## src/rtl/control_pkg.sv

```systemverilog
// control_pkg: state encodings, opcode constants and datapath select codes for multicycle_control_v2
package control_pkg;
    localparam logic [3:0] S_FETCH     = 4'd0;
    localparam logic [3:0] S_DECODE    = 4'd1;
    localparam logic [3:0] S_MEM_ADDR  = 4'd2;
    localparam logic [3:0] S_MEM_READ  = 4'd3;
    localparam logic [3:0] S_MEM_WRITE = 4'd4;
    localparam logic [3:0] S_LOAD_WB   = 4'd5;
    localparam logic [3:0] S_EXEC_R    = 4'd6;
    localparam logic [3:0] S_EXEC_I    = 4'd7;
    localparam logic [3:0] S_ALU_WB    = 4'd8;
    localparam logic [3:0] S_BRANCH    = 4'd9;
    localparam logic [3:0] S_JAL       = 4'd10;
    localparam logic [3:0] S_JALR      = 4'd11;
    localparam logic [3:0] S_EXEC_LUI  = 4'd12;
    localparam logic [3:0] S_TRAP      = 4'd13;
    localparam logic [3:0] S_FAULT     = 4'd14;

    localparam logic [6:0] OP_LOAD   = 7'b0000011;
    localparam logic [6:0] OP_STORE  = 7'b0100011;
    localparam logic [6:0] OP_R      = 7'b0110011;
    localparam logic [6:0] OP_I      = 7'b0010011;
    localparam logic [6:0] OP_LUI    = 7'b0110111;
    localparam logic [6:0] OP_BRANCH = 7'b1100011;
    localparam logic [6:0] OP_JAL    = 7'b1101111;
    localparam logic [6:0] OP_JALR   = 7'b1100111;

    localparam logic [1:0] M2R_ALU = 2'd0, M2R_MDR = 2'd1, M2R_PC = 2'd2;
    localparam logic [1:0] SA_PC = 2'd0, SA_RS1 = 2'd1, SA_OLD_PC = 2'd2, SA_ZERO = 2'd3;
    localparam logic [1:0] SB_RS2 = 2'd0, SB_FOUR = 2'd1, SB_IMM = 2'd2;
    localparam logic [1:0] ALU_ADD = 2'd0, ALU_SUB = 2'd1, ALU_FUNCT = 2'd2;
    localparam logic [1:0] PC_ALU = 2'd0, PC_ALUOUT = 2'd1;

    typedef struct packed {
        logic       pc_write;
        logic       pc_write_cond;
        logic       mem_sel_data;
        logic       mem_read;
        logic       mem_write;
        logic [1:0] mem_to_reg;
        logic       ir_write;
        logic       reg_write;
        logic [1:0] alu_src_a;
        logic [1:0] alu_src_b;
        logic [1:0] alu_op;
        logic [1:0] pc_src;
        logic       mem_fault;
        logic       illegal_instr;
    } ctrl_t;
endpackage

```

## src/rtl/mem_wait_timer.sv

```systemverilog
// mem_wait_timer: saturating count of memory wait cycles; expired flags the last allowed wait cycle
module mem_wait_timer #(
    parameter int MEM_TIMEOUT = 15,
    parameter int TMR_W       = 4
) (
    input  logic clk,
    input  logic rst,
    input  logic clear,
    input  logic en,
    output logic expired
);
    localparam logic [TMR_W-1:0] LAST = TMR_W'(MEM_TIMEOUT - 1);
    logic [TMR_W-1:0] cnt_q, cnt_d;
    // clear on state entry, otherwise count non-ready cycles up to saturation
    always_comb cnt_d = clear ? '0 : (en && cnt_q != '1) ? cnt_q + 1'b1 : cnt_q;
    // counter register
    always_ff @(posedge clk) cnt_q <= rst ? '0 : cnt_d;
    assign expired = (MEM_TIMEOUT != 0) && en && cnt_q == LAST;
endmodule

```

## src/rtl/multicycle_control_v2.sv

```systemverilog
// multicycle_control_v2: RV32I-subset multicycle control FSM; define ILLEGAL_TRAP_EN to trap undecodable opcodes
module multicycle_control_v2
    import control_pkg::*;
#(
    parameter int OPCODE_W    = 7,
    parameter int STATE_W     = 4,
    parameter int MEM_TIMEOUT = 15,
    parameter int TMR_W       = 4
) (
    input  logic                clk,
    input  logic                rst,
    input  logic [OPCODE_W-1:0] opcode,
    input  logic                mem_ready,
    output logic                pc_write,
    output logic                pc_write_cond,
    output logic                mem_sel_data,
    output logic                mem_read,
    output logic                mem_write,
    output logic [1:0]          mem_to_reg,
    output logic                ir_write,
    output logic                reg_write,
    output logic [1:0]          alu_src_a,
    output logic [1:0]          alu_src_b,
    output logic [1:0]          alu_op,
    output logic [1:0]          pc_src,
    output logic [STATE_W-1:0]  state_o,
    output logic                mem_fault,
    output logic                illegal_instr
);
`ifdef ILLEGAL_TRAP_EN
    localparam bit TRAP_EN = 1'b1;
`else
    localparam bit TRAP_EN = 1'b0;
`endif
    logic [STATE_W-1:0] state_q, state_d;
    logic               waiting, expired;
    ctrl_t              c;

    assign waiting = state_q == S_FETCH || state_q == S_MEM_READ || state_q == S_MEM_WRITE;

    mem_wait_timer #(.MEM_TIMEOUT(MEM_TIMEOUT), .TMR_W(TMR_W)) u_timer (
        .clk(clk),
        .rst(rst),
        .clear(state_d != state_q),
        .en(waiting && !mem_ready),
        .expired(expired)
    );

    // next state: ready completes a wait state even on the timeout cycle
    always_comb begin
        state_d = S_FETCH;
        case (state_q)
            S_FETCH:     state_d = mem_ready ? S_DECODE : expired ? S_FAULT : S_FETCH;
            S_DECODE:
                case (opcode)
                    OP_LOAD, OP_STORE: state_d = S_MEM_ADDR;
                    OP_R:              state_d = S_EXEC_R;
                    OP_I:              state_d = S_EXEC_I;
                    OP_LUI:            state_d = S_EXEC_LUI;
                    OP_BRANCH:         state_d = S_BRANCH;
                    OP_JAL:            state_d = S_JAL;
                    OP_JALR:           state_d = S_JALR;
                    default:           state_d = TRAP_EN ? S_TRAP : S_FETCH;
                endcase
            S_MEM_ADDR:  state_d = opcode == OP_LOAD ? S_MEM_READ : S_MEM_WRITE;
            S_MEM_READ:  state_d = mem_ready ? S_LOAD_WB : expired ? S_FAULT : S_MEM_READ;
            S_MEM_WRITE: state_d = mem_ready ? S_FETCH : expired ? S_FAULT : S_MEM_WRITE;
            S_EXEC_R, S_EXEC_I, S_EXEC_LUI: state_d = S_ALU_WB;
            S_TRAP:      state_d = S_TRAP;
            S_FAULT:     state_d = S_FAULT;
            default:     state_d = S_FETCH;
        endcase
    end

    // state register
    always_ff @(posedge clk) state_q <= rst ? S_FETCH : state_d;

    // Moore strobe decode; FETCH loads IR and PC only in the ready cycle
    always_comb begin
        c = '0;
        case (state_q)
            S_FETCH: begin
                c.mem_read  = 1'b1;
                c.alu_src_a = SA_PC;
                c.alu_src_b = SB_FOUR;
                c.alu_op    = ALU_ADD;
                c.ir_write  = mem_ready;
                c.pc_write  = mem_ready;
            end
            S_DECODE: begin
                c.alu_src_a = SA_OLD_PC;
                c.alu_src_b = SB_IMM;
                c.alu_op    = ALU_ADD;
            end
            S_MEM_ADDR: begin
                c.alu_src_a = SA_RS1;
                c.alu_src_b = SB_IMM;
                c.alu_op    = ALU_ADD;
            end
            S_MEM_READ: begin
                c.mem_read     = 1'b1;
                c.mem_sel_data = 1'b1;
            end
            S_MEM_WRITE: begin
                c.mem_write    = 1'b1;
                c.mem_sel_data = 1'b1;
            end
            S_LOAD_WB: begin
                c.reg_write  = 1'b1;
                c.mem_to_reg = M2R_MDR;
            end
            S_EXEC_R: begin
                c.alu_src_a = SA_RS1;
                c.alu_src_b = SB_RS2;
                c.alu_op    = ALU_FUNCT;
            end
            S_EXEC_I: begin
                c.alu_src_a = SA_RS1;
                c.alu_src_b = SB_IMM;
                c.alu_op    = ALU_FUNCT;
            end
            S_EXEC_LUI: begin
                c.alu_src_a = SA_ZERO;
                c.alu_src_b = SB_IMM;
                c.alu_op    = ALU_ADD;
            end
            S_ALU_WB: begin
                c.reg_write  = 1'b1;
                c.mem_to_reg = M2R_ALU;
            end
            S_BRANCH: begin
                c.alu_src_a     = SA_RS1;
                c.alu_src_b     = SB_RS2;
                c.alu_op        = ALU_SUB;
                c.pc_write_cond = 1'b1;
                c.pc_src        = PC_ALUOUT;
            end
            S_JAL: begin
                c.pc_write   = 1'b1;
                c.pc_src     = PC_ALUOUT;
                c.reg_write  = 1'b1;
                c.mem_to_reg = M2R_PC;
            end
            S_JALR: begin
                c.alu_src_a  = SA_RS1;
                c.alu_src_b  = SB_IMM;
                c.alu_op     = ALU_ADD;
                c.pc_write   = 1'b1;
                c.pc_src     = PC_ALU;
                c.reg_write  = 1'b1;
                c.mem_to_reg = M2R_PC;
            end
            S_TRAP:  c.illegal_instr = TRAP_EN;
            S_FAULT: c.mem_fault = 1'b1;
            default: c = '0;
        endcase
    end

    assign state_o = rst ? '0 : state_q;
    assign {pc_write, pc_write_cond, mem_sel_data, mem_read, mem_write, mem_to_reg, ir_write, reg_write,
            alu_src_a, alu_src_b, alu_op, pc_src, mem_fault, illegal_instr} = rst ? '0 : c;
endmodule

```

## config.mk

```make
export PLATFORM = sky130hd
export DESIGN_NAME = multicycle_control_v2
export DESIGN_NICKNAME = d
export VERILOG_FILES = /design/src/rtl/control_pkg.sv /design/src/rtl/mem_wait_timer.sv /design/src/rtl/multicycle_control_v2.sv
export SDC_FILE = /design/constraint.sdc
export NUM_CORES = 1
export LEC_CHECK = 0
export CAP_MARGIN = 20
export CORE_AREA = 5 5 65 50
export DETAILED_ROUTE_END_ITERATION = 6
export DIE_AREA = 0 0 70 55
export PLACE_DENSITY_LB_ADDON = 0.2
export RECOVER_POWER = 50
export SLEW_MARGIN = 0
export SYNTH_ARGS = -nofsm -noshare
export SYNTH_HDL_FRONTEND = slang
export SYNTH_SLANG_ARGS = --single-unit
```

## constraint.sdc

```tcl
create_clock -name clk -period 1.8 [get_ports clk]
set_input_delay 0.27 -clock clk [delete_from_list [all_inputs] [get_ports clk]]
set_output_delay 0.27 -clock clk [all_outputs]
set_load 0.005 [all_outputs]
```

==> reports/results.env <==
OUTCOME='finished, violations left'
FAILING_CHECKS='negative setup slack'
TIMING_HOLD_VIOLATIONS_FINAL=0
DIE_H_UM=55
HTREE_LEVELS=1
DIODES=0
HP-CLASS='register to register'
SYNTHESIS.AREA_PER_INSTANCE_UM2=7.08
STARTPOINT='state_q[1]'
ROW_COUNT=16
DESIGN.DIE.AREA_MM2=0.00385
CP-START-KIND='register'
CTS.SINK_COUNT=8
GRT_MAX_DEGREE=10
GLOBAL_ROUTE.OVERFLOW_TOTAL=0
WORST_CLOCK_SKEW_NS=0.00936
MIN_PERIOD_OVER_PERIOD_PCT=110
SYNTH_SEQ_AREA_SHARE_PCT=16.3
FINAL.MIN_CLOCK_PERIOD_NS=1.98
MIN-DELAY-START='u_timer.cnt_q[3]'
VIAS_PER_CELL=5.45
PLACE_CONGESTION=0.857
TRITONCTS.NUM_BUFFERS=3
DP_WORST_SETUP_SLACK_NS=-0.465
SETUP_SLACK_NS=-0.176
CLK-INSERTION-DELAY-LATE_NS=0.27
CLK_PIN_SLEW_NS=0.06
SYN_TO_FINAL_GROWTH_PCT=96.7
RSZ0062_AT_GRT='true'
ASYNC_FLOP_SHARE_PCT=0
PLACE.PORT_BUFFERS=30
MAX_FREQ_MHz=506
CELLLEAKAGEPOWER_nW=0.883
WIRELENGTH_MET1_MM=1.76
MAX-CAP-VIOLATIONS=0
SYNTH-EDFF-COUNT=0
CORE_AREA_MM2=0.00260
POSTROUTEANTENNANETS=0
CP-END-KIND='register'
ENDPOINT_REQUIRED_TIME_ON_THE_CRITICAL_PATH_NS=1.94
WL_PER_CELL_UM=15.1
GLOBALROUTETOTALUTIL_PCT=19.8
SYNTH_CELL_TYPES=46
SYNTH_AREA_UM2=985
CLOCKBUFFERDEPTH=2
GRT_ANTENNA_BEFORE_REPAIR=0
FINALNETCOUNT=233
DP_CELLS=240
TIMING_WORST_SETUP_PATH_TYPE='register to register'
POST_DP_HPWL_MM=2.80
FIRST_PASS_ITERS=4
MAXUSEDROUTINGLAYER='met4'
GLOBAL_ROUTE_WIRE_LENGTH_BEFORE_REPAIR_MM=6.04
DETAIL_ROUTE.DRC_VIOLATIONS=0
DRIVE_ABOVE_1_SHARE_PCT=50.2
NUMBER_OF_GLOBAL_ROUTE_VIAS_BEFORE_REPAIR=1286
YS.FLOP_TYPE='dfxtp_1'
CTSROOTBUFFERMASTER='clkbuf_4'
DRT_WL_TOTAL_MM=3.86
SYNTHCELLS=139
INITIALDRTVIOLATIONCOUNT=53
CRIT_PATH_MAX_FANOUT=5
FINALSETUPVIOLATIONS=6
CHIPWIDTH_UM=70
BOUNDARYPINS=33
FINAL_MAX_SLEW_VIOLATION_COUNT=0
POSTCTSHOLDBUFS=0
POWER_DENSITY_mW_PER_MM2=283
FIN_CELLS=255
INITIAL_CORE_UTIL_PCT=37.8
WORSTREG2REGSTART='state_q[1]'
TIMING.CRITICAL_PATH.ARRIVAL_NS=2.12
MET3_LENGTH_UM=247
SYNTH_WARNINGS=0
TRITONCTS='done'
VDD_IR_DROP_MAX_mV=0.336
MET2_LENGTH_MM=1.77
SYNTH_SEQ_CELLS=8
VIAS=1391
## per-stage QoR
stage                     hold slack (ns)  utilization [%]  area, um2  setup TNS [ns]  power (mW)
after global placement              0.593             63.7       1660           -5.40       0.381
after CTS                           0.605             70.2       1830          -0.590       0.541
after detailed placement            0.589             63.7       1660           -5.93       0.386
after floorplan                     0.531                -       1040               0       0.280
final                               0.638             74.4       1940          -0.739       0.549
after global routing                0.656             74.4       1940           -1.14       0.579
## where the power goes
part / switching (mW) / internal, mW
logic: 0.108 / 0.114
registers: 0.00577 / 0.177
clock network: 0.0669 / 0.0767
total: 0.180 / 0.368
## worst paths after layout
path | end | slack (ns) | cells past startpoint
hold reg to reg | u_timer.cnt_q[3] | 0.64 | 2
hold / removal | u_timer.cnt_q[3] | 0.64 | 2
setup / recovery | u_timer.cnt_q[3] | -0.18 | 7
setup reg to reg | u_timer.cnt_q[3] | -0.18 | 7
## sequential cells by signal, summed over array words and instances, names as in the netlist
register	cells
state_q	4
u_timer.cnt_q	4
## critical path: stages (launching register included)
cell,delay [ns]
dfxtp_4,0.36
buf_6,0.11
or4b_4,0.53
a2111o_1,0.36
o31ai_4,0.08
nor4_2,0.06
o211ai_2,0.27
nor3_2,0.06
## placed cells by master (no fill, tap or decap), types with 3 or more instances in the layout
master,Yosys,routed
buf_4,3,52
nor3_2,1,11
nor2_1,11,10
clkdlybuf4s50_1,0,9
a21oi_1,7,7
nand3_1,7,7
nand2_1,6,6
buf_6,2,6
inv_1,5,5
and3_1,7,5
clkbuf_2,0,5
clkdlybuf4s15_1,0,5
nor2b_4,0,4
or2_2,4,4
dlygate4sd2_1,0,4
dlymetal6s2s_1,0,4
dfxtp_4,0,4
dfxtp_1,8,4
nand3b_1,3,3
nor2b_1,7,3
nand2b_1,4,3
nor4_1,6,3
nor3_1,13,3
clkbuf_4,0,3
## layer usage
layer / GRT usage [%] / vias to the layer above
li1: - / 674
met1: 24.7 / 652
met2: 34.6 / 55
met3: 3.97 / 10
met4: 7.32 / 0
met5: 0 / -
## cell usage after synthesis (4+ instances only)
cell type  number  area share (%)
nor3_1         13             6.6
nor2_1         11             4.2
dfxtp_1         8              16
a21oi_1         7             3.6
and3_1          7             4.4
nand3_1         7             3.6
nor2b_1         7             4.4
nand2_1         6             2.3
nor4_1          6             3.8
inv_1           5             1.9
clkbuf_1        4             1.5
nand2b_1        4             2.5
or2_2           4             2.5
## cells by family (layout without fill, tap and decap cells)
family | Yosys count | after routing | synth area share, %
buf+inv | 17 | 96 | 9.27
flops | 8 | 8 | 16.3
other cells | 1 | 2 | 0.381
compound gates | 27 | 27 | 20.7
mux | 1 | 1 | 1.02
fa+ha+maj | 2 | 2 | 2.54
xor+xnor | 5 | 5 | 4.45
simple gates | 78 | 78 | 45.4
## repair_timing
item | in CTS | in global routing
pin swaps | 4 | 7
hold endpoints to repair | 0 | 0
setup buffers | 6 | 6
setup endpoints to repair | 25 | 16
resized for setup | 57 | 33
## area by class of cell
cell class	count	area (um2)
Clock buffer	3	22.5
Multi-Input combinational cell	115	946
Tap cell	36	45.0
Inverter	5	18.8
Fill cell	207	666
Sequential cell	8	175
Timing Repair Buffer	88	729
(Power assumes the default switching activity.)
